[config.mk]
export PLATFORM = sky130hd
export DESIGN_NAME = la_capture_seq
export DESIGN_NICKNAME = d
export VERILOG_FILES = /design/src/rtl/la_capture_seq.sv
export SDC_FILE = /design/constraint.sdc
export NUM_CORES = 1
export LEC_CHECK = 0
export ABC_CLOCK_PERIOD_IN_PS = 2800
export BUFFER_PORTS_ARGS = -buffer_cell sky130_fd_sc_hd__clkbuf_2
export CAP_MARGIN = 40
export CORE_AREA = 2 2 106 108
export CTS_CLUSTER_DIAMETER = 150
export DETAILED_ROUTE_END_ITERATION = 10
export DIE_AREA = 0 0 108 110
export GPL_TIMING_DRIVEN = 0
export PLACE_DENSITY = 0.74
export SLEW_MARGIN = 20
export SYNTH_ARGS = -nofsm -noshare
export SYNTH_HDL_FRONTEND = slang
export SYNTH_SLANG_ARGS = --single-unit
[constraint.sdc]
create_clock -name clk -period 2.8 [get_ports clk]
set_input_delay 0.56 -clock clk [delete_from_list [all_inputs] [get_ports clk]]
set_output_delay 0.56 -clock clk [all_outputs]
set_load 0.005 [all_outputs]
[src/rtl/la_capture_seq.sv]
// rtl/la_capture_seq.sv - logic analyser capture sequencer: arm delay, trigger, capture to memory, upload handshake
module la_capture_seq #(
    parameter int AW   = 10,
    parameter int BASE = 29,
    parameter int LAST = 767
) (
    input  logic          clk,
    input  logic          rst,
    input  logic          cfg_valid,
    input  logic [7:0]    cfg_mode,
    input  logic [7:0]    cfg_delay,
    input  logic [7:0]    cfg_mask,
    input  logic [7:0]    cfg_pol,
    input  logic          tick,
    input  logic          smp_en,
    input  logic [7:0]    din,
    output logic          mem_we,
    output logic [AW-1:0] mem_addr,
    output logic [7:0]    mem_wdata,
    output logic [7:0]    trig_prev,
    output logic [7:0]    trig_cur,
    output logic          up_req,
    input  logic          up_ack,
    output logic [7:0]    frame_cnt,
    output logic [2:0]    state
);

    typedef enum logic [2:0] {
        S_IDLE      = 3'd0,
        S_DELAY     = 3'd1,
        S_WAIT_TRIG = 3'd2,
        S_CAPTURE   = 3'd3,
        S_UPLOAD    = 3'd4
    } state_t;

    localparam logic [AW-1:0] BASE_A = AW'(BASE);
    localparam logic [AW-1:0] LAST_A = AW'(LAST);

    state_t        st;
    logic          run_en;
    logic          edge_mode;
    logic [7:0]    delay_q;
    logic [7:0]    mask_q;
    logic [7:0]    pol_q;
    logic [7:0]    prev;
    logic [7:0]    dly_cnt;
    logic          hit;
    logic [AW-1:0] next_addr;

    // prev is the sample before this strobe; it only updates on the clock edge
    always_comb begin
        hit       = !edge_mode || (((din ^ prev) & mask_q & (din ^ pol_q)) != 8'd0);
        next_addr = mem_addr + 1'b1;
    end

    assign state = st;

    always_ff @(posedge clk or posedge rst) begin
        if (rst) begin
            st        <= S_IDLE;
            run_en    <= 1'b0;
            edge_mode <= 1'b0;
            delay_q   <= 8'd0;
            mask_q    <= 8'd0;
            pol_q     <= 8'd0;
            prev      <= 8'd0;
            dly_cnt   <= 8'd0;
            mem_we    <= 1'b0;
            mem_addr  <= '0;
            mem_wdata <= 8'd0;
            trig_prev <= 8'd0;
            trig_cur  <= 8'd0;
            up_req    <= 1'b0;
            frame_cnt <= 8'd0;
        end else begin
            mem_we <= 1'b0;
            if (smp_en) begin
                prev <= din;
            end
            if (cfg_valid) begin
                run_en    <= cfg_mode[5];
                edge_mode <= cfg_mode[6];
                delay_q   <= cfg_delay;
                mask_q    <= cfg_mask;
                pol_q     <= cfg_pol;
            end
            case (st)
                S_IDLE: begin
                    if (!cfg_valid && run_en) begin
                        st      <= S_DELAY;
                        dly_cnt <= 8'd0;
                    end
                end
                S_DELAY: begin
                    if (cfg_valid) begin
                        st <= S_IDLE;
                    end else if (delay_q < 8'd2) begin
                        st <= S_WAIT_TRIG;
                    end else if (tick) begin
                        dly_cnt <= dly_cnt + 8'd1;
                        if (dly_cnt + 8'd1 == delay_q) begin
                            st <= S_WAIT_TRIG;
                        end
                    end
                end
                S_WAIT_TRIG: begin
                    if (cfg_valid) begin
                        st <= S_IDLE;
                    end else if (smp_en && hit) begin
                        trig_prev <= prev;
                        trig_cur  <= din;
                        mem_we    <= 1'b1;
                        mem_addr  <= BASE_A;
                        mem_wdata <= din;
                        up_req    <= (BASE_A == LAST_A);
                        st        <= (BASE_A == LAST_A) ? S_UPLOAD : S_CAPTURE;
                    end
                end
                S_CAPTURE: begin
                    if (cfg_valid) begin
                        st <= S_IDLE;
                    end else if (smp_en) begin
                        mem_we    <= 1'b1;
                        mem_addr  <= next_addr;
                        mem_wdata <= din;
                        if (next_addr == LAST_A) begin
                            up_req <= 1'b1;
                            st     <= S_UPLOAD;
                        end
                    end
                end
                S_UPLOAD: begin
                    // a config written during upload is already latched and decides the next state here
                    if (up_ack) begin
                        up_req    <= 1'b0;
                        frame_cnt <= frame_cnt + 8'd1;
                        dly_cnt   <= 8'd0;
                        st        <= run_en ? S_DELAY : S_IDLE;
                    end
                end
                default: st <= S_IDLE;
            endcase
        end
    end

endmodule

==> out/metrics.yaml <==
slew_viol_final: 0
setup.worst_path.end_class: "flop"
yosys_most_used_dff: "dfrtp_1"
n_fill_cell: 995
seq_area_frac_synth: 0.527
yosysTopAreaCell: "dfrtp_1"
syn-instance-count: 357
diodes: 0
initial_utilization: 0.395
crit_fanout: 10
grt_antenna_before_repair: 0
dp_hpwl_mm: 7.11
tightestPinTransition_ps: 641
ys_top_cells_by_area: "dfrtp_1 (53%), mux2_2 (11%), mux2_1 (4.8%)"
drt_wl_total_mm: 9.45
syn_area_per_cell_um2: 11.8
status: "complete, no violations"
cp-start-kind: "flop"
dp_slack_ps: 292
post_drt_wl_per_cell_um: 15.7
cts_num_sinks: 89
synth.top_cell.area_share: 0.527
drtAntennaViolNets: 0
drive_above_1_share: 0.341
fin_setup_tns_ps: 0
drc: 0
period_minus_slack_ps: 2160
postCtsSetupBuffers: 0
cap_violations: 0
rsz0062_at_grt: "false"
finalCritPeriodShare: 0.772
synth_edf_count: 0
p_leak_nw: 2.31
vias: 3162
layout_common_cells: "dfrtp_1 (89), clkbuf_2 (85), mux2_2 (41), o21ai_1 (23)"
drt_pass1_iterations: 4
post-route-util: 0.475
clk-insertion-delay-late_ps: 350
coreArea_mm2: 0.0107
dieArea_mm2: 0.0119
root_buffer: "clkbuf_8"
gp_congestion: 0.843
port_buffers: 85
die_height_um: 110
fp-row-count: 38
syn-num-nets: 407
setup_violations: 0
ys_warn_count: 0
ir_drop_v: 0.000414
grt_pass1_wl_mm: 16.0
hold_viol: 0
cp.arrival_ps: 2400
synth.distinct_cells: 55
grt_max_degree: 37
die_w_um: 108
worstPathRequired_ps: 3040
viasPerCell: 5.26
clk_pin_slew_worst_paths_ps: 90
setup_ws_ps: 639
cts_tree: "yes"
slew_headroom: 0.573
crit_type: "flop to flop"
finClkSkew_ps: 9.97
powerDensity_mw_per_mm2: 712
syn2layout_area_growth_pct: 20.1
cts_buffer_depth: 2
synth_seq_cells: 89
nNetsFinal: 506
syn_area_mm2: 0.00423
ios: 93
final_common_cell: "dfrtp_1"
h-tree-depth: 3
grt.total_usage: 0.171
first_iter_violations: 150
grt_pass1_vias: 3299
postCtsResizedCells: 0
cts_buffers: 9
ys_async_sr_fraction: 1.00
hold_path.class: "primary input to async pin"
fmax_mhz: 463
grt_overflow: 0
holdBufCountCts: 0
==> per-layer routing <==
layer / track usage / up-vias / share of wire
met4: 0.0440 / 0 / 0.0060
li1: - / 1505 / -
met3: 0.0500 / 5 / 0.064
met2: 0.294 / 87 / 0.49
met1: 0.212 / 1565 / 0.44
met5: 0 / - / 0
==> critical path, cell delays in order (launching register included) <==
cell and delay (ps):
dfrtp_1 400, and3b_1 180, o21ai_1 140, nand4_1 280
o2111ai_4 470, buf_6 230, mux2_1 340
==> final timing paths <==
path	from	endpoint	slack [ps]	cells past startpoint
setup / recovery	pol_q[2]	trig_cur[4]	640	6
hold / removal	rst	mask_q[4]	130	2
setup reg to reg	pol_q[2]	trig_cur[4]	640	6
hold reg to reg	frame_cnt[7]	frame_cnt[7]	470	1
max in group asynchronous	rst	pol_q[5]	2010	4
min in group clk	cfg_mask[1]	mask_q[1]	430	2
==> sequential cells by signal, summed over array words and instances (netlist names) <==
name       cells
delay_q        8
dly_cnt        8
edge_mode      1
frame_cnt      8
mask_q         8
mem_addr      10
mem_wdata      8
mem_we         1
pol_q          8
prev           8
run_en         1
state          3
trig_cur       8
trig_prev      8
up_req         1
==> cell families (layout without fill, tap and decap cells) <==
logic type      count (synthesis)  in the layout  share of synthesized area
simple gates                  104            104                      0.135
flops                          89             89                      0.527
mux                            63             63                      0.167
compound gates                 62             62                      0.105
buf+inv                        19            123                     0.0219
xor+xnor                       16             16                     0.0331
fa+ha+maj                       4              4                     0.0118
==> synthesized netlist by cell type, drive strengths merged, types with 2 or more instances <==
| library cell | instances |
|---|---|
| a211o | 2 |
| a21oi | 5 |
| a31oi | 3 |
| and2 | 3 |
| and3 | 8 |
| and3b | 7 |
| buf | 5 |
| clkbuf | 5 |
| dfrtp | 89 |
| ha | 4 |
| inv | 9 |
| mux2 | 59 |
| mux2i | 4 |
| nand2 | 21 |
| nand3 | 15 |
| nand4 | 6 |
| nor2 | 21 |
| nor3 | 3 |
| nor3b | 7 |
| nor4 | 2 |
| o21ai | 26 |
| o31ai | 7 |
| o32a | 2 |
| o41ai | 2 |
| or2 | 3 |
| or4 | 2 |
| xnor2 | 11 |
| xor2 | 5 |
==> area by class of cell <==
class,instances,area (µm²),area share
sequential,89,2230,0.438
multi-input combinational,249,1910,0.376
timing repair buffer,88,493,0.0970
tap,140,175,0.0345
clock buffer,10,128,0.0251
buffer,10,58.8,0.0116
clock inverter,6,51.3,0.0101
inverter,9,37.5,0.00739
==> power breakdown <==
group | internal [mW] | switching [mW] | total (mW)
combinational | 0.508 | 0.488 | 0.996
clock | 0.334 | 0.475 | 0.809
sequential | 1.56 | 0.250 | 1.81
total | 2.41 | 1.21 | 3.62
==> stage by stage <==
step / power, mW / instance area (µm²) / hold slack (ps) / std cells
floorplan: 2.37 / 4230 / 468 / 357
global placement: 2.78 / 4830 / 462 / 582
detailed placement: 2.84 / 4900 / 463 / 585
CTS: 3.65 / 5080 / 125 / 601
global route: 3.86 / 5080 / 120 / 601
finish: 3.62 / 5080 / 130 / 601
Power figures use the tool's default switching activity.
